File: src/rtl/id_issue_buffer.sv
`default_nettype none
// ============================================================================
// Module   : id_issue_buffer
// Purpose  : Decode / register-read stage with a DEPTH-entry instruction queue
//            between fetch and execute.  The head entry is decoded, its rs/rt
//            operands are read from the GRF and patched by NFWD forward
//            channels (channel 0 = youngest, highest priority), and it is
//            issued into a registered EX slot under valid/ready handshaking.
// Ports    : clk, rst_n (async, active-low), flush
//            in_*        fetch push interface (valid/ready, code, pc, exc, bd)
//            fwd_*       forward channels (addr, data, pending), packed
//            ra1/ra2     GRF read addresses, rd1/rd2 GRF read data
//            head_instr  decoded head symbol (NOP when empty), head_cmp
//            out_*       registered EX slot (valid/ready + decoded fields)
// Revision : 1.0 - initial release
// ============================================================================
module id_issue_buffer #(
  parameter  int DEPTH       = 4,
  parameter  int NFWD        = 2,
  parameter  int XLEN        = 32,
  localparam int WIDTH_INSTR = 5
) (
  input  logic                   clk,
  input  logic                   rst_n,
  input  logic                   flush,
  input  logic                   in_valid,
  output logic                   in_ready,
  input  logic [31:0]            in_code,
  input  logic [31:0]            in_pc,
  input  logic [4:0]             in_exc,
  input  logic                   in_bd,
  input  logic [NFWD*5-1:0]      fwd_addr,
  input  logic [NFWD*XLEN-1:0]   fwd_data,
  input  logic [NFWD-1:0]        fwd_pending,
  output logic [4:0]             ra1,
  output logic [4:0]             ra2,
  input  logic [XLEN-1:0]        rd1,
  input  logic [XLEN-1:0]        rd2,
  output logic [WIDTH_INSTR-1:0] head_instr,
  output logic                   head_cmp,
  output logic                   out_valid,
  input  logic                   out_ready,
  output logic [WIDTH_INSTR-1:0] out_instr,
  output logic [31:0]            out_pc,
  output logic [4:0]             out_exc,
  output logic                   out_bd,
  output logic [XLEN-1:0]        out_rs_data,
  output logic [XLEN-1:0]        out_rt_data,
  output logic [15:0]            out_imm16,
  output logic [4:0]             out_shamt,
  output logic [4:0]             out_rs,
  output logic [4:0]             out_rt,
  output logic [4:0]             out_rd
);

  localparam int PW = (DEPTH > 1) ? $clog2(DEPTH) : 1;
  localparam int CW = PW + 1;

  // Decoded instruction symbols
  localparam logic [WIDTH_INSTR-1:0] c_i_nop   = 5'd0;
  localparam logic [WIDTH_INSTR-1:0] c_i_addu  = 5'd1;
  localparam logic [WIDTH_INSTR-1:0] c_i_subu  = 5'd2;
  localparam logic [WIDTH_INSTR-1:0] c_i_and   = 5'd3;
  localparam logic [WIDTH_INSTR-1:0] c_i_or    = 5'd4;
  localparam logic [WIDTH_INSTR-1:0] c_i_slt   = 5'd5;
  localparam logic [WIDTH_INSTR-1:0] c_i_sll   = 5'd6;
  localparam logic [WIDTH_INSTR-1:0] c_i_jr    = 5'd7;
  localparam logic [WIDTH_INSTR-1:0] c_i_ori   = 5'd8;
  localparam logic [WIDTH_INSTR-1:0] c_i_lui   = 5'd9;
  localparam logic [WIDTH_INSTR-1:0] c_i_lw    = 5'd10;
  localparam logic [WIDTH_INSTR-1:0] c_i_sw    = 5'd11;
  localparam logic [WIDTH_INSTR-1:0] c_i_beq   = 5'd12;
  localparam logic [WIDTH_INSTR-1:0] c_i_bne   = 5'd13;
  localparam logic [WIDTH_INSTR-1:0] c_i_j     = 5'd14;
  localparam logic [WIDTH_INSTR-1:0] c_i_jal   = 5'd15;
  localparam logic [WIDTH_INSTR-1:0] c_i_addiu = 5'd16;

  localparam logic [4:0] c_exc_ri = 5'd10;

  // --------------------------------------------------------------------------
  // Queue storage and pointers
  // --------------------------------------------------------------------------
  logic [31:0]   r_q_code [DEPTH];
  logic [31:0]   r_q_pc   [DEPTH];
  logic [4:0]    r_q_exc  [DEPTH];
  logic          r_q_bd   [DEPTH];

  logic [PW-1:0] r_wr_ptr;
  logic [PW-1:0] r_rd_ptr;
  logic [CW-1:0] r_count;

  logic w_head_valid;
  logic w_push;
  logic w_issue;
  logic w_hazard;

  assign w_head_valid = (r_count != '0);
  // Full is judged on the registered count only, so a same-cycle pop never
  // frees a slot combinationally.
  assign in_ready     = (r_count != CW'(DEPTH));
  assign w_push       = in_valid & in_ready;

  always_ff @(posedge clk) begin
    if (w_push && !flush) begin
      r_q_code[r_wr_ptr] <= in_code;
      r_q_pc[r_wr_ptr]   <= in_pc;
      r_q_exc[r_wr_ptr]  <= in_exc;
      r_q_bd[r_wr_ptr]   <= in_bd;
    end
  end

  always_ff @(posedge clk or negedge rst_n) begin
    if (!rst_n) begin
      r_wr_ptr <= '0;
      r_rd_ptr <= '0;
      r_count  <= '0;
    end else if (flush) begin
      r_wr_ptr <= '0;
      r_rd_ptr <= '0;
      r_count  <= '0;
    end else begin
      if (w_push)  r_wr_ptr <= r_wr_ptr + PW'(1);
      if (w_issue) r_rd_ptr <= r_rd_ptr + PW'(1);
      case ({w_push, w_issue})
        2'b10:   r_count <= r_count + CW'(1);
        2'b01:   r_count <= r_count - CW'(1);
        default: r_count <= r_count;
      endcase
    end
  end

  // --------------------------------------------------------------------------
  // Head decode
  // --------------------------------------------------------------------------
  logic [31:0] w_code;
  logic [5:0]  w_op;
  logic [5:0]  w_funct;
  logic [4:0]  w_rs;
  logic [4:0]  w_rt;
  logic [4:0]  w_rd;
  logic [4:0]  w_shamt;
  logic [15:0] w_imm;

  assign w_code  = r_q_code[r_rd_ptr];
  assign w_op    = w_code[31:26];
  assign w_rs    = w_code[25:21];
  assign w_rt    = w_code[20:16];
  assign w_rd    = w_code[15:11];
  assign w_shamt = w_code[10:6];
  assign w_funct = w_code[5:0];
  assign w_imm   = w_code[15:0];

  logic [WIDTH_INSTR-1:0] w_dec_instr;
  logic                   w_dec_ri;

  always_comb begin
    w_dec_instr = c_i_nop;
    w_dec_ri    = 1'b0;
    case (w_op)
      6'h00: begin
        case (w_funct)
          6'h21:   w_dec_instr = c_i_addu;
          6'h23:   w_dec_instr = c_i_subu;
          6'h24:   w_dec_instr = c_i_and;
          6'h25:   w_dec_instr = c_i_or;
          6'h2a:   w_dec_instr = c_i_slt;
          6'h00:   w_dec_instr = c_i_sll;
          6'h08:   w_dec_instr = c_i_jr;
          default: w_dec_ri    = 1'b1;
        endcase
      end
      6'h02:   w_dec_instr = c_i_j;
      6'h03:   w_dec_instr = c_i_jal;
      6'h04:   w_dec_instr = c_i_beq;
      6'h05:   w_dec_instr = c_i_bne;
      6'h09:   w_dec_instr = c_i_addiu;
      6'h0d:   w_dec_instr = c_i_ori;
      6'h0f:   w_dec_instr = c_i_lui;
      6'h23:   w_dec_instr = c_i_lw;
      6'h2b:   w_dec_instr = c_i_sw;
      default: w_dec_ri    = 1'b1;
    endcase
    // All-zero word is the canonical NOP rather than sll $0,$0,0
    if (w_code == 32'h0) w_dec_instr = c_i_nop;
  end

  // --------------------------------------------------------------------------
  // Operand read and forwarding.  Channels are scanned from the oldest down
  // so the lowest-numbered match overwrites and wins.  $0 is hard-wired 0.
  // --------------------------------------------------------------------------
  logic [XLEN-1:0] w_rs_data;
  logic [XLEN-1:0] w_rt_data;
  logic            w_rs_pend;
  logic            w_rt_pend;

  assign ra1 = w_head_valid ? w_rs : 5'd0;
  assign ra2 = w_head_valid ? w_rt : 5'd0;

  always_comb begin
    w_rs_data = (w_rs == 5'd0) ? '0 : rd1;
    w_rt_data = (w_rt == 5'd0) ? '0 : rd2;
    w_rs_pend = 1'b0;
    w_rt_pend = 1'b0;
    for (int i = NFWD - 1; i >= 0; i--) begin
      if ((w_rs != 5'd0) && (fwd_addr[i*5 +: 5] == w_rs)) begin
        w_rs_data = fwd_data[i*XLEN +: XLEN];
        w_rs_pend = fwd_pending[i];
      end
      if ((w_rt != 5'd0) && (fwd_addr[i*5 +: 5] == w_rt)) begin
        w_rt_data = fwd_data[i*XLEN +: XLEN];
        w_rt_pend = fwd_pending[i];
      end
    end
  end

  // Hazard is conservative: any pending match stalls, whether or not the
  // instruction actually consumes that operand.
  assign w_hazard = w_head_valid & (w_rs_pend | w_rt_pend);
  assign w_issue  = w_head_valid & ~w_hazard & (~out_valid | out_ready) & ~flush;

  logic w_cmp;
  always_comb begin
    w_cmp = 1'b0;
    if (w_dec_instr == c_i_beq) w_cmp = (w_rs_data == w_rt_data);
    if (w_dec_instr == c_i_bne) w_cmp = (w_rs_data != w_rt_data);
  end

  assign head_instr = w_head_valid ? w_dec_instr : c_i_nop;
  assign head_cmp   = w_head_valid & w_cmp;

  // Fetch exceptions take precedence over a reserved-instruction fault.
  logic [4:0] w_head_exc;
  assign w_head_exc = (r_q_exc[r_rd_ptr] != 5'd0) ? r_q_exc[r_rd_ptr] :
                      (w_dec_ri ? c_exc_ri : 5'd0);

  // --------------------------------------------------------------------------
  // EX slot
  // --------------------------------------------------------------------------
  always_ff @(posedge clk or negedge rst_n) begin
    if (!rst_n) begin
      out_valid   <= 1'b0;
      out_instr   <= '0;
      out_pc      <= '0;
      out_exc     <= '0;
      out_bd      <= 1'b0;
      out_rs_data <= '0;
      out_rt_data <= '0;
      out_imm16   <= '0;
      out_shamt   <= '0;
      out_rs      <= '0;
      out_rt      <= '0;
      out_rd      <= '0;
    end else if (flush) begin
      out_valid <= 1'b0;
    end else if (w_issue) begin
      out_valid   <= 1'b1;
      out_instr   <= w_dec_instr;
      out_pc      <= r_q_pc[r_rd_ptr];
      out_exc     <= w_head_exc;
      out_bd      <= r_q_bd[r_rd_ptr];
      out_rs_data <= w_rs_data;
      out_rt_data <= w_rt_data;
      out_imm16   <= w_imm;
      out_shamt   <= w_shamt;
      out_rs      <= w_rs;
      out_rt      <= w_rt;
      out_rd      <= w_rd;
    end else if (out_ready) begin
      out_valid <= 1'b0;
    end
  end

endmodule
`default_nettype wire

File: config.mk
export PLATFORM = sky130hd
export DESIGN_NAME = id_issue_buffer
export DESIGN_NICKNAME = d
export VERILOG_FILES = /design/src/rtl/id_issue_buffer.sv
export SDC_FILE = /design/constraint.sdc
export NUM_CORES = 1
export LEC_CHECK = 0
export ABC_CLOCK_PERIOD_IN_PS = 10340
export BUFFER_PORTS_ARGS = -buffer_cell sky130_fd_sc_hd__buf_4
export CAP_MARGIN = 20
export CORE_AREA = 2 2 215 238
export DETAILED_ROUTE_END_ITERATION = 10
export DIE_AREA = 0 0 217 240
export PLACE_DENSITY = 0.64
export SLEW_MARGIN = 20
export SYNTH_ARGS = -nofsm -noshare
export SYNTH_HDL_FRONTEND = slang
export SYNTH_SLANG_ARGS = --single-unit
export TNS_END_PERCENT = 100
File: constraint.sdc
create_clock -name clk -period 10.34 [get_ports clk]
set_input_delay 1.551 -clock clk [delete_from_list [all_inputs] [get_ports clk]]
set_output_delay 1.551 -clock clk [all_outputs]
set_load 0.02 [all_outputs]
# --- Word level (Yosys, flattened, before mapping) ---
# Memory sizes are Yosys's and may differ from the RTL's. A register that Yosys moved wholly into a read port is not among the register bits.
# Index checks and enable logic that the tools add are counted.
op_classes:
  reduce_logical: 24
  bitwise_logic: 11
  n_eq_ne: 26
  n_addsub: 4
  muxes: 33
op_table:
  columns: ["op", "n"]
  rows:
  - ["2-to-1 mux 32 bit", 6]
  - ["one-hot mux 5 bit (10 select lines)", 1]
  - ["== test 6 bit (second input constant)", 7]
  - ["== test 32 bit", 1]
  - ["zero test 32 bit", 1]
  - ["inequality test 32 bit", 1]
  - ["2-to-1 mux 5 bit", 5]
  - ["== test 6 x 4 -> 1 bit (second input constant)", 4]
  - ["one-hot mux 3 bit (7 select lines)", 1]
  - ["== test 5 bit", 4]
  - ["nonzero test 5 bit", 3]
  - ["== test 6 x 2 -> 1 bit (second input constant)", 2]
  - ["== test 6 x 3 -> 1 bit (second input constant)", 2]
  - ["zero test 6 bit", 2]
  - ["2-to-1 mux 1 bit", 12]
  - ["== test 5 x 4 -> 1 bit (second input constant)", 2]
  - ["zero test 5 bit", 2]
  - ["nonzero test 3 bit", 3]
  - ["OR reduction 9 bit", 1]
  - ["2-to-1 mux 2 bit", 4]
  - ["OR reduction 7 bit", 1]
  - ["bitwise AND 1 bit", 6]
  - ["one-hot mux 3 bit (2 select lines)", 1]
  - ["logical AND 1 bit", 5]
  - ["14 further kinds", 21]
totals:
  elab_cells: 115
  ramBits: 280
  output_inout_bits: 161
  inputBits: 215
  n_memories: 4
  regBits: 118
mem_list:
  columns: ["name", "depth", "width", "rd", "rd_clocked_by_memory_dff", "write_ports", "line_no", "rtl"]
  rows:
  - ["r_q_code", 4, 32, 1, 0, 1, "83", "logic [31:0] r_q_code [DEPTH];"]
  - ["r_q_pc", 4, 32, 1, 1, 1, "84", "logic [31:0] r_q_pc [DEPTH];"]
  - ["r_q_exc", 4, 5, 1, 0, 1, "85", "logic [4:0] r_q_exc [DEPTH];"]
  - ["r_q_bd", 4, 1, 1, 1, 1, "86", "logic r_q_bd [DEPTH];"]

# --- Longest topological paths before layout ---
# An unclocked memory read counts as a cell.
depth:
  depth_word: 14
  ltp_mapped: 21
  mapped_depth_nobuf: 14

# --- Worst setup path before layout ---
# OpenSTA, ideal clock, no wires.
synth_path:
  path_kind: "input -> output"
  from: "input fwd_addr[8]"
  to: "output head_cmp"
  setup_slack_ns: 4.699
  arrival_time_ns: 4.090
  n_path_buf: 2
  t_required_ns: 8.789
  stages: 11
  path_cell_list: "xnor2_1 nand3_1 clkbuf_1 clkbuf_1 or3_1 a31oi_1 xnor2_1 nand4_1 or4_1 o21ai_1 nor3b_1"
synth_between:
  elab_chain_cells: 8
  elab_cells_between_ends: 13
  classes_between: "eq/ne: 4; mux: 6; bitwise: 1; reduce/logical: 2"
synth_lines:
  columns: ["element", "line_no", "rtl"]
  rows:
  - ["from (decl)", "32", "input logic [NFWD*5-1:0] fwd_addr,"]
  - ["== test 5 bit (on tied branches)", "205, 209", null]
  - ["logical AND 1 bit (on tied branches)", "205, 209", null]
  - ["2-to-1 mux 32 bit (on tied branches) (2 in series)", "205, 209", null]
  - ["== test 32 bit", "224", "if (w_dec_instr == c_i_beq) w_cmp = (w_rs_data == w_rt_data);"]
  - ["2-to-1 mux 1 bit", "224", null]
  - ["2-to-1 mux 1 bit *", "225", "if (w_dec_instr == c_i_bne) w_cmp = (w_rs_data != w_rt_data);"]
  - ["bitwise AND 1 bit *", "229", "assign head_cmp = w_head_valid & w_cmp;"]
  - ["to (decl)", "40", "output logic head_cmp,"]
# Mark *: on every way between the ends. The rest lies on a longest branch, timed or not.

# --- Worst setup path in the final report ---
layout_path:
  from: "register r_rd_ptr[0]"
  to: "output head_cmp"
layout_between:
  elab_chain_cells: 9
  elab_cells_between_ends: 47
  classes_between: "eq/ne: 23; mux: 11; bitwise: 1; reduce/logical: 11; memory: 1"
layout_lines:
  columns: ["element", "line_no", "rtl"]
  rows:
  - ["from (decl)", "89", "logic [PW-1:0] r_rd_ptr;"]
  - ["from (signal assigned)", "123", "if (w_issue) r_rd_ptr <= r_rd_ptr + PW'(1);"]
  - ["memory (4 x 32 bit) *", null, null]
  - ["== test 6 x 4 -> 1 bit, or another cell as far along", "161", "case (w_funct)"]
  - ["one-hot mux 3 bit (7 select lines), or another cell as far along", "161", null]
  - ["one-hot mux 5 bit (10 select lines), or another cell as far along", "159", "case (w_op)"]
  - ["2-to-1 mux 5 bit, or another cell as far along", "184", "if (w_code == 32'h0) w_dec_instr = c_i_nop;"]
  - ["== test 5 x 4 -> 1 bit / == test 32 bit (equally long branches)", "224", null]
  - ["2-to-1 mux 1 bit", "224", null]
  - ["2-to-1 mux 1 bit *", "225", null]
  - ["bitwise AND 1 bit *", "229", null]
# Marks and branches as above.

==> results_dict.tcl <==
set metrics [dict create \
    coreArea_sq_um 49710 \
    synth.most_common_cell "nand2_1" \
    status "complete, no violations" \
    cts_hold_buf 0 \
    clock_path_buffers 3 \
    worstSetupEndpointType "output pin" \
    drc_errors 0 \
    fin_tns_setup_ps 0 \
    grt_antenna_before_repair 6 \
    p_per_area_nw_per_um2 278.3 \
    grt_max_degree 81 \
    ys_ff_latch 421 \
    placement.io_buffers 375 \
    gr-total-overflow 0 \
    setup_violations 0 \
    post-route-util_pct 47.41 \
    cts_setup_buffers 0 \
    rsz0062_at_grt "false" \
    fin_crit_sh_pct 73.24 \
    slew_violations 0 \
    leakagePower_uw 0.009456 \
    design_area_sq_um 23570 \
    ys_async_sr_fraction_pct 33.49 \
    cts_resized 0 \
    routed_wl_um 60040 \
    htree_levels 2 \
    final_hold_viol_count 0 \
    min_period_ps 7573 \
    die-area_sq_um 52080 \
    synth_area_leaders "edfxtp_1, dfrtp_1, mux4_2" \
    place_area_sq_um 22040 \
    drtIter0Drc 1281 \
    grt_usage_pct 22.51 \
    synth-main-ff-cell "edfxtp_1" \
    grt_pass1_vias 13590 \
    min_path_type "flop to flop" \
    cts_sinks 421 \
    slew_headroom_pct 35.76 \
    crit_arrival_ps 6020 \
    yosysTopAreaCell "edfxtp_1" \
    ys_top_cells_by_count "nand2_1, edfxtp_1, dfrtp_1, o21ai_0, mux4_2" \
    die_w_um 217 \
    numCtsBuffers 45 \
    timing.fmax_mhz 132.1 \
    vias 13660 \
    boundaryPins 376 \
    drtAntennaViolNets 0 \
    synth_seq_area_share_pct 63.72 \
    fin_ws_ps 2767 \
    max-cap-violations 0 \
    avgViaCountPerCell 5.407 \
    clockRootBuffer "clkbuf_16" \
    worst_pin_slew_ps 962.5 \
    synth_area_sq_um 18730 \
    synth.distinct_cells 44 \
    syn_to_final_growth_pct 25.80 \
    hpwlAfterDp_um 40850 \
    critPathLaunchType "flop" \
    num_rows 86 \
    synth_area_per_cell_sq_um 12.51 \
    syn_nets 1717 \
    ys_warn_count 0 \
    synthCells 1497 \
    grt_pass1_wl_um 87330 \
    start_util_pct 37.68 \
    wire_per_inst_um 23.77 \
    drive_gt1_share_pct 29.83 \
    first_pass_iters 8 \
    clk_pin_slew_ps 60 \
    dp_worst_setup_slack_ps 3390 \
    timing_worst_setup_path_type "flop to output pin" \
    ir_drop_mv 0.1637 \
    clk_latency_ps 580 \
    die_h_um 240 \
    crit_fanout 34 \
    cts_tree "built" \
    place.gp.congestion 0.9366 \
    cp_data_required_time_ps 8790 \
    yosys.area.top_type_share_pct 44.88 \
    fin_nets 2048 \
    skew_ps 28.12 \
    synth_edf_count 280 \
]
==> layer usage <==
metal  GRT usage [%]  vias up  wire, um
li1                -     6085         -
met1           28.44     6820     23660
met2           36.92      635     28850
met3           5.781      111      5108
met4           9.298        8      2365
met5               0        -        55
==> final cells by class <==
type | instances | area, sq um
diodes | 2 | 5.005
clock buffers | 59 | 1229
clock inverters | 24 | 289.0
fillers | 4582 | 26150
inverters | 35 | 131.4
multi-input cells | 927 | 6138
flip-flops and latches | 421 | 11940
well taps | 660 | 825.8
repair buffers | 398 | 3004
==> where the power goes <==
group	switching [uW]	internal, uW	leakage (uW)	total [uW]
combinational	1600	958	0.00441	2560
clock	685	971	0.000738	1660
sequential	217	2130	0.00430	2350
==> metrics by stage <==
stage	hold WS, ps	total power (uW)	cells
floorplan	531.7	3930	1497
global placement	458.9	4914	2440
detailed placement	463.7	4954	2441
CTS	479.2	6636	2524
global route	505.3	6900	2526
finish	473.4	6559	2526
==> placed cells by master (no fill, tap or decap), drive strengths merged, types with 43 or more instances in the layout <==
master  instances
a31oi          67
buf           398
clkbuf         59
dfrtp         141
edfxtp        280
mux4           70
nand2         394
o21ai          78
o31ai          65
or3            64
xnor2          43
==> sequential cells by signal, indices dropped and copies added, names as in the netlist <==
| name | cells |
|---|---|
| r_q_code | 128 |
| r_q_pc | 128 |
| out_pc | 32 |
| out_rs_data | 32 |
| out_rt_data | 32 |
| r_q_exc | 20 |
| out_imm16 | 16 |
| out_exc | 5 |
| out_instr | 5 |
| out_rs | 5 |
| out_rt | 5 |
| r_q_bd | 4 |
| r_count | 3 |
| r_rd_ptr | 2 |
| r_wr_ptr | 2 |
| out_bd | 1 |
| out_valid | 1 |
==> final timing paths <==
path	slack [ps]	end	start	depth (start not counted)
worst max-delay path	2770	head_cmp	r_rd_ptr[0]$_DFFE_PN0P_	13
worst min-delay path	470	out_rt_data[13]$_DFFE_PN0P_	out_rt_data[13]$_DFFE_PN0P_	2
worst max register to register	3900	out_instr[0]$_DFFE_PN0P_	r_rd_ptr[0]$_DFFE_PN0P_	13
worst min register to register	470	out_rt_data[13]$_DFFE_PN0P_	out_rt_data[13]$_DFFE_PN0P_	2
max in group asynchronous	8240	r_rd_ptr[0]$_DFFE_PN0P_	rst_n	2
min in group asynchronous	900	out_exc[0]$_DFFE_PN0P_	rst_n	1
==> critical path, stage by stage, from the launching register on <==
cell,delay (ps)
dfrtp_4,490
buf_4,570
mux4_2,640
xnor2_1,210
nand3_2,760
or2_1,500
buf_4,280
a31oi_1,320
xnor2_1,160
nand4_1,160
or4_1,710
o21ai_1,170
nor3b_1,260
buf_4,200
==> cell families after synthesis <==
family                     after synthesis  share of synthesized area (%)
DFF                                    421                          63.72
adders and majority gates                5                         0.3740
muxes                                   80                          8.977
buffers and inverters                  149                          3.700
and+or+nand+nor                        559                          13.03
AOI/OAI and AO/OA                      223                          7.394
xor gates and xnor gates                60                          2.805
No activity file was read; power rests on OpenSTA's default activity.
